`config.mk`:
```
export PLATFORM = sky130hd
export DESIGN_NAME = apb_master_bridge
export DESIGN_NICKNAME = d
export VERILOG_FILES = /design/src/rtl/apb_bridge_pkg.sv /design/src/rtl/apb_master_bridge_decode.sv /design/src/rtl/apb_master_bridge.sv
export SDC_FILE = /design/constraint.sdc
export NUM_CORES = 1
export LEC_CHECK = 0
export CAP_MARGIN = 10
export CORE_AREA = 2 2 127 129
export DETAILED_ROUTE_END_ITERATION = 12
export DIE_AREA = 0 0 129 131
export GPL_TIMING_DRIVEN = 0
export HOLD_SLACK_MARGIN = 0.02
export PLACE_DENSITY = 0.84
export SYNTH_ARGS = -nofsm -noshare
export SYNTH_HDL_FRONTEND = slang
export SYNTH_SLANG_ARGS = --single-unit
```
`constraint.sdc`:
```
create_clock -name clk -period 2.4 [get_ports clk]
set_clock_uncertainty 0.15 [all_clocks]
set_input_delay 0.48 -clock clk [delete_from_list [all_inputs] [get_ports clk]]
set_output_delay 0.48 -clock clk [all_outputs]
set_load 0.01 [all_outputs]
```
`src/rtl/apb_bridge_pkg.sv`:
```
// Shared types and helpers for the APB master bridge.
// FSM state, response bundle and width helper.
package apb_bridge_pkg;

  localparam int unsigned MAX_DATA_W = 32;

  typedef enum logic [1:0] {
    IDLE,
    SETUP,
    ACCESS,
    RESP
  } state_e;

  typedef struct packed {
    logic [MAX_DATA_W-1:0] rdata;
    logic                  master_error;
    logic                  other_error;
  } rsp_t;

  // Index width for n items, never below 1 so single-item cases still get a bit.
  function automatic int unsigned clog2(input int unsigned n);
    int unsigned w;
    w = 1;
    while ((32'd1 << w) < n) begin
      w++;
    end
    return w;
  endfunction

endpackage

```
`src/rtl/apb_master_bridge_decode.sv`:
```
// Address decoder for the APB master bridge.
// Maps a byte address to slave index, hit flag and one-hot select.
module apb_addr_decode
  import apb_bridge_pkg::*;
#(
  parameter int unsigned ADDR_WIDTH      = 32,
  parameter int unsigned NUM_SLAVES      = 4,
  parameter int unsigned SLAVE_ADDR_BITS = 12,
  parameter int unsigned IDX_W           = clog2(NUM_SLAVES)
) (
  input  logic [ADDR_WIDTH-1:0] addr_i,
  output logic                  hit_o,
  output logic [IDX_W-1:0]      idx_o,
  output logic [NUM_SLAVES-1:0] sel_o
);

  logic [ADDR_WIDTH-1:0] slot;

  assign slot  = addr_i >> SLAVE_ADDR_BITS;
  assign hit_o = slot < ADDR_WIDTH'(NUM_SLAVES);
  assign idx_o = slot[IDX_W-1:0];

  always_comb begin
    sel_o = '0;
    if (hit_o) begin
      sel_o = NUM_SLAVES'(1) << idx_o;
    end
  end

endmodule

```
`src/rtl/apb_master_bridge.sv`:
```
// APB master bridge: one valid/ready command at a time,
// SETUP/ACCESS sequencing, wait-state timeout, registered response.
module apb_master_bridge
  import apb_bridge_pkg::*;
#(
  parameter int unsigned ADDR_WIDTH      = 32,
  parameter int unsigned DATA_WIDTH      = 32,
  parameter int unsigned NUM_SLAVES      = 4,
  parameter int unsigned SLAVE_ADDR_BITS = 12,
  parameter int unsigned TIMEOUT_CYCLES  = 16
) (
  input  logic                             clk,
  input  logic                             rst,
  input  logic                             req_valid,
  output logic                             req_ready,
  input  logic                             req_write,
  input  logic [ADDR_WIDTH-1:0]            req_addr,
  input  logic [DATA_WIDTH-1:0]            req_wdata,
  input  logic [DATA_WIDTH/8-1:0]          req_strb,
  input  logic [2:0]                       req_prot,
  output logic                             rsp_valid,
  input  logic                             rsp_ready,
  output logic [DATA_WIDTH-1:0]            rsp_rdata,
  output logic                             rsp_master_error,
  output logic                             rsp_other_error,
  output logic [ADDR_WIDTH-1:0]            paddr,
  output logic [NUM_SLAVES-1:0]            psel,
  output logic                             penable,
  output logic                             pwrite,
  output logic [DATA_WIDTH-1:0]            pwdata,
  output logic [DATA_WIDTH/8-1:0]          pstrb,
  output logic [2:0]                       pprot,
  input  logic [NUM_SLAVES-1:0]            pready,
  input  logic [NUM_SLAVES*DATA_WIDTH-1:0] prdata,
  input  logic [NUM_SLAVES-1:0]            pslverr
);

  localparam int unsigned SW      = DATA_WIDTH / 8;
  localparam int unsigned IW      = clog2(NUM_SLAVES);
  localparam int unsigned CW      = clog2(TIMEOUT_CYCLES + 1);
  localparam int unsigned TO_LAST =
    (TIMEOUT_CYCLES == 0) ? 0 : TIMEOUT_CYCLES - 1;

  state_e                  state_q;
  logic [IW-1:0]           idx_q;
  logic [CW-1:0]           cnt_q;
  logic [ADDR_WIDTH-1:0]   paddr_q;
  logic [NUM_SLAVES-1:0]   psel_q;
  logic                    penable_q;
  logic                    pwrite_q;
  logic [DATA_WIDTH-1:0]   pwdata_q;
  logic [SW-1:0]           pstrb_q;
  logic [2:0]              pprot_q;
  rsp_t                    rsp_q;
  rsp_t                    rsp_d;

  logic                    dec_hit;
  logic [IW-1:0]           dec_idx;
  logic [NUM_SLAVES-1:0]   dec_sel;
  logic                    accept;
  logic                    sel_ready;
  logic                    sel_err;
  logic [DATA_WIDTH-1:0]   sel_rdata;
  logic                    timeout_hit;
  logic [SW-1:0]           strb_d;
  logic [2:0]              prot_d;

  apb_addr_decode #(
    .ADDR_WIDTH      (ADDR_WIDTH),
    .NUM_SLAVES      (NUM_SLAVES),
    .SLAVE_ADDR_BITS (SLAVE_ADDR_BITS),
    .IDX_W           (IW)
  ) u_decode (
    .addr_i (req_addr),
    .hit_o  (dec_hit),
    .idx_o  (dec_idx),
    .sel_o  (dec_sel)
  );

  // A response being consumed frees the bridge in the same cycle.
  assign req_ready = (state_q == IDLE) ||
                     ((state_q == RESP) && rsp_ready);
  assign accept    = req_valid && req_ready;

`ifdef APB_WSTRB
  assign strb_d = req_write ? req_strb : '0;
`else
  assign strb_d = '0;
`endif

`ifdef APB_PROT
  assign prot_d = req_prot;
`else
  assign prot_d = '0;
`endif

  logic unused_attr;
  assign unused_attr = ^{req_strb, req_prot};

  always_comb begin
    sel_ready = 1'b0;
    sel_err   = 1'b0;
    sel_rdata = '0;
    for (int i = 0; i < NUM_SLAVES; i++) begin
      if (idx_q == IW'(i)) begin
        sel_ready = pready[i];
        sel_err   = pslverr[i];
        sel_rdata = prdata[i*DATA_WIDTH +: DATA_WIDTH];
      end
    end
  end

  assign timeout_hit = (TIMEOUT_CYCLES != 0) &&
                       (cnt_q == CW'(TO_LAST));

  // Completion beats timeout when both land on the same cycle.
  always_comb begin
    rsp_d = '0;
    if (sel_ready) begin
      rsp_d.other_error = sel_err;
      if (!pwrite_q && !sel_err) begin
        rsp_d.rdata[DATA_WIDTH-1:0] = sel_rdata;
      end
    end else begin
      rsp_d.master_error = 1'b1;
    end
  end

  always_ff @(posedge clk) begin
    if (rst) begin
      state_q   <= IDLE;
      idx_q     <= '0;
      cnt_q     <= '0;
      paddr_q   <= '0;
      psel_q    <= '0;
      penable_q <= 1'b0;
      pwrite_q  <= 1'b0;
      pwdata_q  <= '0;
      pstrb_q   <= '0;
      pprot_q   <= '0;
      rsp_q     <= '0;
    end else if (accept) begin
      cnt_q <= '0;
      if (dec_hit) begin
        state_q   <= SETUP;
        idx_q     <= dec_idx;
        psel_q    <= dec_sel;
        penable_q <= 1'b0;
        paddr_q   <= req_addr;
        pwrite_q  <= req_write;
        pwdata_q  <= req_wdata;
        pstrb_q   <= strb_d;
        pprot_q   <= prot_d;
        rsp_q     <= '0;
      end else begin
        state_q <= RESP;
        rsp_q   <= '{rdata: '0, master_error: 1'b1,
                     other_error: 1'b0};
      end
    end else begin
      unique case (state_q)
        SETUP: begin
          penable_q <= 1'b1;
          state_q   <= ACCESS;
        end
        ACCESS: begin
          if (sel_ready || timeout_hit) begin
            psel_q    <= '0;
            penable_q <= 1'b0;
            rsp_q     <= rsp_d;
            state_q   <= RESP;
          end else begin
            cnt_q <= cnt_q + 1'b1;
          end
        end
        RESP: begin
          if (rsp_ready) begin
            state_q <= IDLE;
          end
        end
        default: ;
      endcase
    end
  end

  assign rsp_valid        = (state_q == RESP);
  assign rsp_rdata        = rsp_q.rdata[DATA_WIDTH-1:0];
  assign rsp_master_error = rsp_q.master_error;
  assign rsp_other_error  = rsp_q.other_error;
  assign paddr            = paddr_q;
  assign psel             = psel_q;
  assign penable          = penable_q;
  assign pwrite           = pwrite_q;
  assign pwdata           = pwdata_q;
  assign pstrb            = pstrb_q;
  assign pprot            = pprot_q;

endmodule

```
### Word-level counts from Yosys, hierarchy flattened

Index checks and enable logic that the tools add are counted.

| word-level totals | value |
|---|---|
| logic and storage cells | 78 |
| output and inout bits | 113 |
| input port bits | 212 |
| register bits | 113 |

| operators by class | value |
|---|---|
| equal/unequal tests | 10 |
| reduce and logical (&&, ||, !) cells | 20 |
| add/subtract/negate cells | 1 |
| bitwise operators | 1 |
| shift-type cells | 1 |
| muxes and demuxes | 33 |
| order comparisons | 1 |

Operators with widths:

| kind | number |
|---|---|
| 2-to-1 mux 32 bit | 6 |
| 2-to-1 mux 34 bit | 3 |
| less-than comparator 20 x 3 -> 1 bit, second input constant | 1 |
| 2-to-1 mux 4 bit | 4 |
| 2-to-1 mux 1 bit | 13 |
| 2-to-1 mux 2 bit | 5 |
| AND reduction 3 bit | 3 |
| == test 2 bit, second input constant | 4 |
| one-hot mux 2 bit (3 select lines) | 1 |
| AND reduction 2 bit | 3 |
| adder 5 x 1 -> 5 bit, second input constant | 1 |
| == test 5 x 4 -> 1 bit, second input constant | 1 |
| == test 2 x 1 -> 1 bit, second input constant | 2 |
| logical NOT 2 bit | 2 |
| nonzero test 2 bit | 2 |
| nonzero test 4 bit | 1 |
| << shifter 1 x 2 -> 4 bit, first input constant | 1 |
| logical AND 1 bit | 3 |
| inequality test 3 x 1 -> 1 bit, second input constant | 1 |
| inequality test 3 bit, second input constant | 1 |
| nonzero test 3 bit | 1 |
| logical NOT 1 bit | 2 |
| logical OR 1 bit | 2 |
| inequality test 2 bit, second input constant | 1 |
| 3 further kinds | 3 |

### Logic depth before layout (Yosys ltp)

Gate-level depths: netlist of the first run.

| depth | value |
|---|---|
| depth in word-level cells | 12 |
| mapped depth | 9 |
| mapped depth without buffers | 7 |

### Hierarchy

From an unflattened synthesis of the first run, not the netlist that was laid out.

| second synthesis, totals | value |
|---|---|
| cell total of the unflattened synthesis | 572 |
| area total of the unflattened synthesis | 5,059.9 um2 |

Modules (own cells, without submodules):

| module | sequential area each (um2) | area each (um2) | cells an instance | times used |
|---|---|---|---|---|
| apb_master_bridge | 2,262.2 | 4,946.0 | 556 | 1 |
| apb_addr_decode | 0.0 | 113.9 | 16 | 1 |

### Worst setup path before layout of the first run

Ideal clock, no wire load.

| timing path | value |
|---|---|
| kind | register -> register |
| from | reg idx_q[0] |
| to | reg rsp_q (netlist bit rsp_rdata[10]) |
| arrival time | 1.768 ns |
| buffers on the path | 2 |
| data required time | 2.118 ns |
| path slack | 0.350 ns |
| clock period less this slack | 2.050 ns |
| library setup time | 0.132 ns |
| stages on the path, launching flop included | 8 |
| cells stage by stage | dfxtp_1 buf_6 mux4_2 o21ai_1 nand2_1 clkbuf_1 nand3_1 a21oi_1 |

| on the way | value |
|---|---|
| longest elaborated chain between the ends | 12 |
| elaborated cells on any way between the ends | 26 |
| those cells by class | eq/ne (3); mux (17); reduce/logical (6) |

Ends and longest elaborated chain:

| element | line | text |
|---|---|---|
| start, declared | apb_master_bridge.sv:45 | `logic [IW-1:0] idx_q;` |
| start signal, assigned | apb_master_bridge.sv:146 | `idx_q <= dec_idx;` |
| logical NOT 2 bit | apb_master_bridge.sv:105 | `if (idx_q == IW'(i)) begin` |
| 2-to-1 mux 1 bit (4 in a row) | apb_master_bridge.sv:105 |  |
| logical NOT 1 bit | apb_master_bridge.sv:121 | `if (!pwrite_q && !sel_err) begin` |
| logical AND 1 bit | apb_master_bridge.sv:121 |  |
| 2-to-1 mux 32 bit | apb_master_bridge.sv:121 |  |
| 2-to-1 mux 32 bit | apb_master_bridge.sv:119 | `if (sel_ready) begin` |
| 2-to-1 mux 34 bit | apb_master_bridge.sv:167 | `if (sel_ready \|\| timeout_hit) begin` |
| 2-to-1 mux 34 bit | apb_master_bridge.sv:161 | `unique case (state_q)` |
| 2-to-1 mux 34 bit | apb_master_bridge.sv:142 | `end else if (accept) begin` |
| end signal, assigned | apb_master_bridge.sv:157 | `rsp_q <= '{rdata: '0, master_error: 1'b1,` |
| end signal, assigned | apb_master_bridge.sv:170 | `rsp_q <= rsp_d;` |
| end, declared | apb_master_bridge.sv:54 | `rsp_t rsp_q;` |

Several ways; a longest one is shown, not always the timed one. The select of a mux whose other input is x is not followed.
A chain may end at the register's enable or synchronous reset.

### Final worst setup path of the first run

| timing path | value |
|---|---|
| from | in pready[3] |
| to | reg rsp_q (netlist bit rsp_rdata[7]) |

| on the way | value |
|---|---|
| longest elaborated chain between the ends | 5 |
| elaborated cells on any way between the ends | 8 |
| those cells by class | mux (5); reduce/logical (3) |

Ends and longest elaborated chain:

| element | line | text |
|---|---|---|
| start, declared | apb_master_bridge.sv:33 | `input logic [NUM_SLAVES-1:0] pready,` |
| 2-to-1 mux 1 bit * | apb_master_bridge.sv:105 |  |
| 2-to-1 mux 32 bit | apb_master_bridge.sv:119 |  |
| 2-to-1 mux 34 bit | apb_master_bridge.sv:167 |  |
| 2-to-1 mux 34 bit | apb_master_bridge.sv:161 |  |
| 2-to-1 mux 34 bit | apb_master_bridge.sv:142 |  |

Every way passes the cells marked *; elsewhere a longest branch is shown, timed or not. The select of a mux whose other input is x is not followed.

==> impl_metrics.tcl, run 1 <==
set metrics [dict create \
    maxCapViolCount 0 \
    fill_cells 1388 \
    grt_pass1_vias 4969 \
    slew_violations 0 \
    design.core.area_um2 15600 \
    firstDrtPassIters 5 \
    cts_made_buffers 9 \
    cp_max_fo 10 \
    fin_crit_sh_pct 97.65 \
    grt_overflow_total 0 \
    fin_nets 1068 \
    io_buffers 310 \
    drc 0 \
    dieWidth_um 129 \
    rows 46 \
    whs_ns 0.3007 \
    wl_mm 17.95 \
    cts.reportedPaths.clkPinSlew_ns 0.07 \
    synthTopCellsByArea "dfxtp_1 46%, mux4_2 16%, nand2_1 11%" \
    antenna_left 0 \
    first_iter_violations 266 \
    final_core_util_pct 54.94 \
    place_congestion 0.8093 \
    io_pins 325 \
    postCtsHoldBufs 0 \
    fmax_mhz 426.7 \
    finalSetupViolCount 0 \
    dp_hpwl_mm 14.55 \
    final_cell_mix "309 x clkdlybuf4s50_1, 138 x nand2_1, 111 x dfxtp_1" \
    grt_pass1_wl_mm 25.66 \
    worstSetupPathType "input port to flop" \
    vdd_drop_max_mv 0.4583 \
    viasPerCell 4.767 \
    start_util_pct 31.08 \
    fin_ws_ns 0.05638 \
    cts_buffer_depth 2 \
    synth.distinct_cells 35 \
    synth_seq_area_share_pct 45.83 \
    grt_max_degree 17 \
    power_density_nw_per_um2 462.7 \
    antenna_found_initial 0 \
    finalPower_mw 3.966 \
    synth_top_area_cell "dfxtp_1" \
    synth_warnings 0 \
    finalCriticalPeriod_ns 2.344 \
    die-area_um2 16900 \
    syn_to_final_growth_pct 76.75 \
    netlist_area_um2 4848 \
    end_kind "flop" \
    worst_pin_slew_ns 0.7062 \
    synth-seq-cells 111 \
    clock_latency_ns 0.35 \
    n_antenna_cell 0 \
    synth_top_area_share_pct 45.83 \
    syn_avg_cell_area_um2 9.200 \
    die_h_um 131 \
    num_vias 5120 \
    wl_per_cell_um 16.71 \
    finalHoldViolCount 0 \
    cts_sinks 111 \
    start_kind "input port" \
    worst_ep_arrival_time_ns 2.41 \
    cts_tree "built" \
    htreeDepth 3 \
    fin_setup_tns_ns 0 \
    grt_use_total_pct 19.81 \
    required_ns 2.46 \
    drive_above_1_share_pct 10.49 \
    relSlewSlack_pct 52.92 \
    leakage_nw 3.017 \
    regToRegSetupSlack_ns 0.12 \
    postSynthCellCount 527 \
    status "finished, final reports clean" \
    clockRootBuffer "clkbuf_16" \
    hold_class "flop to flop" \
    final_common_cell "clkdlybuf4s50_1" \
    pre_cts_slack_ns -0.5189 \
]
## synth_stat cells
| master | count |
|---|---|
| buf_4 | 8 |
| o211a_1 | 1 |
| buf_2 | 13 |
| or2_2 | 2 |
| nor4_1 | 5 |
| nand3b_1 | 1 |
| o21ai_2 | 1 |
| xor2_1 | 2 |
| nand3_1 | 36 |
| nor2_1 | 11 |
| and3_1 | 21 |
| nor3_1 | 3 |
| clkbuf_2 | 1 |
| a21oi_1 | 83 |
| nor3b_4 | 1 |
| buf_1 | 1 |
| dfxtp_1 | 111 |
| inv_1 | 3 |
| nand2b_1 | 1 |
| nand2_1 | 139 |
| xnor2_1 | 1 |
| or3_1 | 1 |
| nor2b_1 | 1 |
| buf_6 | 4 |
| clkbuf_1 | 24 |
| nand4_1 | 2 |
| a21o_1 | 1 |
| o21ai_0 | 1 |
| mux4_2 | 34 |
| o21ai_1 | 2 |
| and2_1 | 2 |
| a211oi_1 | 2 |
| mux2i_1 | 5 |
| conb_1 | 1 |
| ha_1 | 2 |
## metal layers
layer	up-vias	track usage, %	wire (µm)
li1	2471	-	-
met1	2406	24.48	7157
met2	219	33.49	9096
met3	24	5.619	1365
met4	0	6.522	325
met5	-	0	0
## what timing repair did
action	in CTS	in global routing
gates resized for setup	9	14
pin swaps	0	4
endpoints found under the setup margin	61	69
setup buffers	0	1
## worst max-delay path, stage by stage
cell and delay [ns]:
clkdlybuf4s50_1 0.46, mux4_2 0.60, buf_4 0.18, and3_1 0.15, buf_2 0.15, buf_2 0.19, nand3_1 0.12, a21oi_1 0.07
## per-stage QoR
step | std cells | instance area, µm²
after floorplan | 533 | 4871
after global placement | 1059 | 8244
after detailed placement | 1059 | 8244
after CTS | 1074 | 8529
after global routing | 1074 | 8569
final | 1074 | 8569
## cells by family after synthesis
group	after synthesis	share of synthesized area, %
flops	111	45.83
mux	39	16.83
xor+xnor	3	0.5420
buf+inv	54	5.780
other cells	1	0.07735
fa+ha+maj	2	0.5160
compound gates	91	9.729
simple gates	226	20.70
## power breakdown
group,total [mW],internal [mW],switching (mW)
Clock,1.37,0.726,0.648
Sequential,1.89,1.87,0.0185
Combinational,0.705,0.447,0.258
Total,3.97,3.04,0.924
## cell type report
type	count	area (µm²)	area share (%)
Buffer	50	287.8	3.358
Clock buffer	12	246.5	2.876
Clock inverter	3	20.02	0.2336
Inverter	3	11.26	0.1314
Multi-Input combinational cell	368	2402	28.03
Sequential cell	111	2222	25.93
Tap cell	216	270.3	3.154
Timing Repair Buffer	311	3109	36.28
## path summary, 6_finish.rpt
path,endpoint,cells past startpoint,from
worst max register to register,rsp_rdata[7],8,idx_q[0]
worst min-delay path,rsp_rdata[28],2,rsp_rdata[28]
worst min register to register,rsp_rdata[28],2,rsp_rdata[28]
worst max-delay path,rsp_rdata[7],8,pready[3]
## sequential cells by signal, indices dropped and copies added (netlist names)
| register | count |
|---|---|
| idx_q | 1 |
| rsp_other_error | 1 |
| state_q | 2 |
| pwrite | 1 |
| penable | 1 |
| paddr | 31 |
| psel | 4 |
| cnt_q | 5 |
| rsp_rdata | 32 |
| pwdata | 32 |
| rsp_master_error | 1 |
(Power assumes the default switching activity.)
==> run 2: changes to the inputs <==
--- a/config.mk
+++ b/config.mk
@@ -12,6 +12,7 @@
 export GPL_TIMING_DRIVEN = 0
 export HOLD_SLACK_MARGIN = 0.02
 export PLACE_DENSITY = 0.84
+export SLEW_MARGIN = 40
 export SYNTH_ARGS = -nofsm -noshare
 export SYNTH_HDL_FRONTEND = slang
 export SYNTH_SLANG_ARGS = --single-unit
==> results of run 2 <==
Same layout as run 1: the final DEF is identical, and so are final timing and power.
